**src/rtl/m_down_timer.sv**
```systemverilog
// Loadable down-counting timer with one-shot/periodic modes, pause/resume,
// a one-cycle expiry pulse and a saturating count of expiries since the last load.
module m_down_timer #(
    parameter int unsigned WIDTH  = 8,
    parameter int unsigned NEXP_W = 8
) (
    input  logic              w_clk,
    input  logic              w_rst,
    input  logic              w_load,
    input  logic [WIDTH-1:0]  w_load_val,
    input  logic              w_start,
    input  logic              w_stop,
    input  logic              w_periodic,
    output logic [WIDTH-1:0]  w_cnt,
    output logic [1:0]        w_state,
    output logic              w_busy,
    output logic              w_expire,
    output logic [NEXP_W-1:0] w_nexp
);

    typedef enum logic [1:0] {
        S_IDLE  = 2'd0,
        S_RUN   = 2'd1,
        S_PAUSE = 2'd2,
        S_DONE  = 2'd3
    } state_t;

    localparam logic [NEXP_W-1:0] NEXP_MAX = '1;

    state_t              r_state;
    logic [WIDTH-1:0]    r_cnt;
    logic [WIDTH-1:0]    r_reload;
    logic                r_expire;
    logic [NEXP_W-1:0]   r_nexp;

    logic [WIDTH-1:0]    w_start_raw;
    logic [WIDTH-1:0]    w_reload_nxt;
    logic [WIDTH-1:0]    w_start_val;
    logic [NEXP_W-1:0]   w_nexp_base;
    logic [NEXP_W-1:0]   w_nexp_inc;

    // A load on the same edge takes effect before start/expiry evaluate.
    assign w_start_raw  = w_load ? w_load_val : r_cnt;
    assign w_reload_nxt = w_load ? w_load_val : r_reload;
    assign w_start_val  = (w_start_raw != '0) ? w_start_raw : w_reload_nxt;
    assign w_nexp_base  = w_load ? '0 : r_nexp;
    assign w_nexp_inc   = (w_nexp_base == NEXP_MAX) ? w_nexp_base
                                                    : w_nexp_base + NEXP_W'(1);

    always_ff @(posedge w_clk) begin
        if (w_rst) begin
            r_state  <= S_IDLE;
            r_cnt    <= '0;
            r_reload <= '0;
            r_expire <= 1'b0;
            r_nexp   <= '0;
        end else begin
            r_expire <= 1'b0;
            case (r_state)
                S_RUN: begin
                    if (w_stop) begin
                        r_state <= S_PAUSE;
                    end else begin
                        if (w_load) begin
                            r_reload <= w_load_val;
                            r_nexp   <= '0;
                        end
                        if (r_cnt > WIDTH'(1)) begin
                            r_cnt <= r_cnt - WIDTH'(1);
                        end else begin
                            // Expiry edge; a zero reload ends periodic mode.
                            r_expire <= 1'b1;
                            r_nexp   <= w_nexp_inc;
                            if (w_periodic && (w_reload_nxt != '0)) begin
                                r_cnt <= w_reload_nxt;
                            end else begin
                                r_cnt   <= '0;
                                r_state <= S_DONE;
                            end
                        end
                    end
                end
                default: begin
                    if (w_load) begin
                        r_cnt    <= w_load_val;
                        r_reload <= w_load_val;
                        r_nexp   <= '0;
                    end
                    if (w_start && (w_start_val != '0)) begin
                        r_cnt   <= w_start_val;
                        r_state <= S_RUN;
                    end
                end
            endcase
        end
    end

    assign w_cnt    = r_cnt;
    assign w_state  = r_state;
    assign w_busy   = (r_state == S_RUN);
    assign w_expire = r_expire;
    assign w_nexp   = r_nexp;

endmodule

```
**config.mk**
```make
export PLATFORM = sky130hd
export DESIGN_NAME = m_down_timer
export DESIGN_NICKNAME = d
export VERILOG_FILES = /design/src/rtl/m_down_timer.sv
export SDC_FILE = /design/constraint.sdc
export NUM_CORES = 1
export LEC_CHECK = 0
export CAP_MARGIN = 10
export CORE_AREA = 2 2 62 64
export CTS_CLUSTER_DIAMETER = 60
export DETAILED_ROUTE_END_ITERATION = 8
export DIE_AREA = 0 0 64 66
export GPL_ROUTABILITY_DRIVEN = 0
export PLACE_DENSITY_LB_ADDON = 0.12
export SETUP_SLACK_MARGIN = 0.4
export SYNTH_ARGS = -nofsm -noshare
export SYNTH_HDL_FRONTEND = slang
export SYNTH_SLANG_ARGS = --single-unit
```
**constraint.sdc**
```tcl
create_clock -name w_clk -period 3.3 [get_ports w_clk]
set_input_delay 0.66 -clock w_clk [delete_from_list [all_inputs] [get_ports w_clk]]
set_output_delay 0.66 -clock w_clk [all_outputs]
set_load 0.02 [all_outputs]
```
After elaboration in Yosys (flattened, before gate mapping)
Cells that the tools add are included.
{"block": "word_totals", "elab_cells": 43, "output_inout_bits": 20, "register_bits": 27, "in_bits": 14}
{"block": "classes", "eq_ne": 5, "n_bitwise": 1, "n_lt_le_gt_ge": 1, "n_reduce_logical": 8, "n_mux": 21, "add_sub_neg": 2}
{"op": "$mux 8", "n": 15}
{"op": "$reduce_bool 8->1", "n": 3}
{"op": "$mux 2", "n": 5}
{"op": "$add 8x1->8 const B", "n": 1}
{"op": "$eq 8x8->1 const B", "n": 1}
{"op": "$gt 8x1->1 const B", "n": 1}
{"op": "$sub 8x1->8 const B", "n": 1}
{"op": "$ne 3x3->1 const B", "n": 2}
{"op": "$reduce_and 3->1", "n": 1}
{"op": "$reduce_or 3->1", "n": 1}
{"op": "$eq 2x1->1 const B", "n": 1}
{"op": "$logic_and 1x1->1", "n": 2}
{"op": "$ne 2x2->1 const B", "n": 1}
{"op": "$reduce_bool 2->1", "n": 1}
{"op": "$mux 1", "n": 1}
{"op": "$not 1->1", "n": 1}

Logic depth before layout (Yosys ltp)
{"block": "logic_depth", "depth_word": 7, "ltp_mapped": 11, "mapped_depth_nobuf": 7}

Least setup slack after synthesis
OpenSTA, ideal clock, no wires.
{"block": "synth_path", "path_kind": "input to register", "start": "input port w_load", "end": "register r_nexp[3], in the netlist w_nexp[3]", "stages": 11, "required_ns": 3.172, "path_buffers": 4, "slack_ns": 0.711, "setup_time_ns": 0.128, "t_arrival_ns": 2.461, "cell_sequence": "clkbuf_1 -> buf_2 -> buf_2 -> nor2b_1 -> ha_1 -> nand4b_1 -> or3b_2 -> clkbuf_1 -> nand4_1 -> xnor2_1 -> nor2_1"}
{"block": "synth_via", "elab_chain_cells": 6, "elab_cells_between_ends": 7, "cone_classes": "1 x add/sub; 1 x eq/ne; 5 x mux"}
{"element": "start, declared", "line": "9", "source": "input logic w_load,"}
{"element": "$mux 8 (*)"}
{"element": "$add 8x1->8 / $eq 8x8->1 (equally long branches)", "line": "48, 47"}
{"element": "$mux 8", "line": "47", "source": "assign w_nexp_inc = (w_nexp_base == NEXP_MAX) ? w_nexp_base"}
{"element": "$mux 8", "line": "68", "source": "if (r_cnt > WIDTH'(1)) begin"}
{"element": "$mux 8", "line": "61", "source": "if (w_stop) begin"}
{"element": "$mux 8 (*)", "line": "59", "source": "case (r_state)"}
{"element": "end signal, assigned", "line": "73", "source": "r_nexp <= w_nexp_inc;"}
{"element": "end, declared", "line": "34", "source": "logic [NEXP_W-1:0] r_nexp;"}
Mark *: on every way between the ends. The rest lies on a longest branch, timed or not. The select of a mux whose other input is x is not followed.
A chain may end at the register's enable or synchronous reset.

Worst setup path in the final report
{"block": "layout_path", "start": "register r_state[1], in the netlist w_state[1]", "end": "output port w_busy"}
{"block": "layout_via", "elab_chain_cells": 1}
{"element": "start, declared", "line": "30", "source": "state_t r_state;"}
{"element": "start signal, assigned", "line": "52", "source": "r_state <= S_IDLE;"}
{"element": "start signal, assigned", "line": "62", "source": "r_state <= S_PAUSE;"}
{"element": "start signal, assigned", "line": "78", "source": "r_state <= S_DONE;"}
{"element": "$eq 2x1->1", "line": "100", "source": "assign w_busy = (r_state == S_RUN);"}
{"element": "end, declared", "line": "16", "source": "output logic w_busy,"}
Every way passes these cells.

==> impl_metrics.tcl <==
set metrics [dict create \
    ios 34 \
    crit_buf_inv 4 \
    routedWlPerCell_um 16.2 \
    worstMarginPinSlew_ns 1.18 \
    groute.usage.overall_pct 25.3 \
    ir_drop_v 0.000189 \
    p_leak_nw 0.835 \
    grt_max_degree 20 \
    portBuffers 33 \
    drtIter0Drc 140 \
    die_y_um 66 \
    cp_common_cell "buf_4" \
    synth_top_area_share_pct 30.3 \
    multi_input_area_um2 1130 \
    cts_resized 0 \
    chipWidth_um 64 \
    drive_above_1_share_pct 7.94 \
    yosys-top-cells-area "dfxtp_1 30%, mux2i_1 7.3%, nor2_1 5.5%, a21oi_1 3.6%, nor3_1 3.1%" \
    drc 0 \
    post_cts_buffers 0 \
    syn_area_um2 1780 \
    htree_levels 1 \
    period_needed_ns 2.55 \
    num_rows 22 \
    n_antenna_cell 0 \
    cts_tree "built" \
    async_flop_share_pct 0 \
    setup.worst_path.end_class "output port" \
    ys_ff_latch 27 \
    worstRegToRegCells 7 \
    reg2reg_slack_ns 1.02 \
    synthTopCellsByCount "27 x dfxtp_1, 26 x nor2_1, 13 x a21oi_1, 13 x mux2i_1" \
    stdcell_count 300 \
    fill_cells 325 \
    status "finished, final reports clean" \
    setup_viol 0 \
    cp.depth 5 \
    p_per_area_nw_per_um2 387 \
    clock_sinks 27 \
    critPathTopFamily "buffers and inverters" \
    max_cap_viol_count 0 \
    synth_edf_count 0 \
    critPathMaxFanout 14 \
    vias 1837 \
    min_from "w_nexp[1]" \
    worstReg2RegStart "w_cnt[0]" \
    fmax_ghz 0.392 \
    area_growth_pct 22.7 \
    crit_path_top_delay_cell "clkdlybuf4s50_1" \
    yosysTopAreaCell "dfxtp_1" \
    min_path_type "flop to flop" \
    grt_pass1_vias 1715 \
    setup-tns-final_ns 0 \
    post-dp-hpwl_um 3550 \
    clk_pin_slew_worst_paths_ns 0.16 \
    grt_pass1_wl_um 8430 \
    wl_um 4860 \
    start_util_pct 50.2 \
    antenna_left 0 \
    dieArea_um2 4220 \
    grt.overflow.total 0 \
    cts-hold-fix-buffers 0 \
    crit_arrival_ns 1.89 \
    maxSlewViolCount 0 \
    grt_setup_unrepaired "false" \
    vias_per_cell 6.12 \
    root_buffer "clkbuf_4" \
    yosysSeqAreaShare_pct 30.3 \
    required_ns 2.64 \
    crit_end "w_busy" \
    clock_path_buffers 2 \
    antenna_found_initial 0 \
    setup.worst_path.start "w_state[1]" \
    first_pass_iters 4 \
    yosys_most_used_dff "dfxtp_1" \
    num-nets-final 270 \
    slowest_delay_ns 0.53 \
    period_share_pct 77.2 \
    max-slew-margin-rel_pct 21.0 \
    yosysWarnings 0 \
    synth_most_common_cell "dfxtp_1" \
    r2r_end "w_cnt[6]" \
    worstSetupStartpointType "flop" \
    hold_viol_final 0 \
    worstPathCellList "nand2b_1, buf_4, clkinv_1, buf_4, clkdlybuf4s50_1" \
    clk_latency_ns 0.35 \
    synth.distinct_cells 55 \
    synth_fp_nets 238 \
    criticalPathCategory "flop to output port" \
    seqCellArea_um2 541 \
    dp.cells 296 \
    cts_buffers 3 \
    core_region_area_um2 3550 \
    clock_skew_ns 0.00989 \
    synth_cells 221 \
    syn_avg_cell_area_um2 8.07 \
]
[routing by layer]
| metal | track usage (%) | share of wire, % | up-vias | routed length, µm |
|---|---|---|---|---|
| met5 | 0 | 0 | - | 0 |
| met4 | 9.51 | 2.0 | 0 | 95 |
| met3 | 3.75 | 6.4 | 9 | 309 |
| met2 | 39.8 | 44 | 74 | 2160 |
| met1 | 35.0 | 47 | 858 | 2300 |
| li1 | - | - | 896 | - |
[where the power goes]
group | internal (mW) | switching, mW | total [mW]
clock network | 0.0467 | 0.112 | 0.159
registers | 0.348 | 0.0335 | 0.382
logic | 0.135 | 0.170 | 0.305
[tightest hold or removal path, stage by stage, from the launching register on]
cell     delay (ns)
dfxtp_1        0.36
o21ai_0        0.08
nand2_1        0.05
[state kept, by name, summed over array words and instances, names as in the netlist]
name,count
w_state,2
w_expire,1
w_cnt,8
r_reload,8
w_nexp,8
[cell families (layout without fill, tap and decap cells)]
kind of cell               count (synthesis)  in the layout  synth area share [%]
AOI/OAI and AO/OA                         61             61                  23.2
xor gates and xnor gates                   3              3                  1.47
adders and majority gates                  3              3                  2.11
buffers and inverters                     25             56                  6.39
DFF                                       27             27                  30.3
muxes                                     14             14                  7.93
and+or+nand+nor                           88             88                  28.6
[layout by cell type (no fill, tap or decap), types with 2 or more instances in the layout]
cell	instances
o21ai_1	4
nor2b_1	3
ha_1	3
and4_1	2
a21oi_1	13
inv_1	11
o221ai_1	2
nand4_1	4
or3_4	2
a21boi_0	3
nand2_1	11
dfxtp_1	27
and3_1	3
and4b_1	2
o211ai_1	3
o31ai_1	2
nor3_4	3
o21ai_0	8
clkdlybuf4s50_1	33
a31oi_1	2
xnor2_1	3
buf_4	7
a221oi_1	5
nor4_1	3
or4_1	2
mux2i_1	13
a22o_1	2
nand3_1	5
nor2_1	26
nor3b_1	4
clkbuf_4	3
o22ai_1	5
nor3_1	11
[worst min path at each step]
stage / to / cells after the start / slack, ns
finish: w_nexp[1] / 2 / 0.51
global placement: w_nexp[1] / 2 / 0.47
global route: w_nexp[1] / 2 / 0.55
detailed placement: w_nexp[1] / 2 / 0.49
CTS: w_nexp[1] / 2 / 0.50
floorplan: r_reload[7] / 2 / 0.48
[through the flow]
stage          total power [mW]  setup WS [ns]  hold WS [ns]  instance area (µm²)  utilization (%)
2_1_floorplan             0.589          0.711         0.477                 1780                -
4_1_cts                   0.845          0.756         0.504                 2190             61.6
6_report                  0.846          0.752         0.508                 2190             61.6
5_1_grt                   0.896          0.646         0.548                 2190             61.6
3_5_place_dp              0.690          0.605         0.485                 2160             60.7
3_3_place_gp              0.689          0.625         0.474                 2160             60.7
[cell type report]
| cell class | instances | area share [%] |
|---|---|---|
| clock buffers | 3 | 1.03 |
| inverters | 12 | 2.06 |
| clock inverters | 1 | 0.343 |
| well taps | 48 | 2.75 |
| flip-flops and latches | 27 | 24.7 |
| repair buffers | 40 | 17.5 |
| multi-input cells | 169 | 51.6 |
Note: power is estimated with default switching activity, not from simulation.
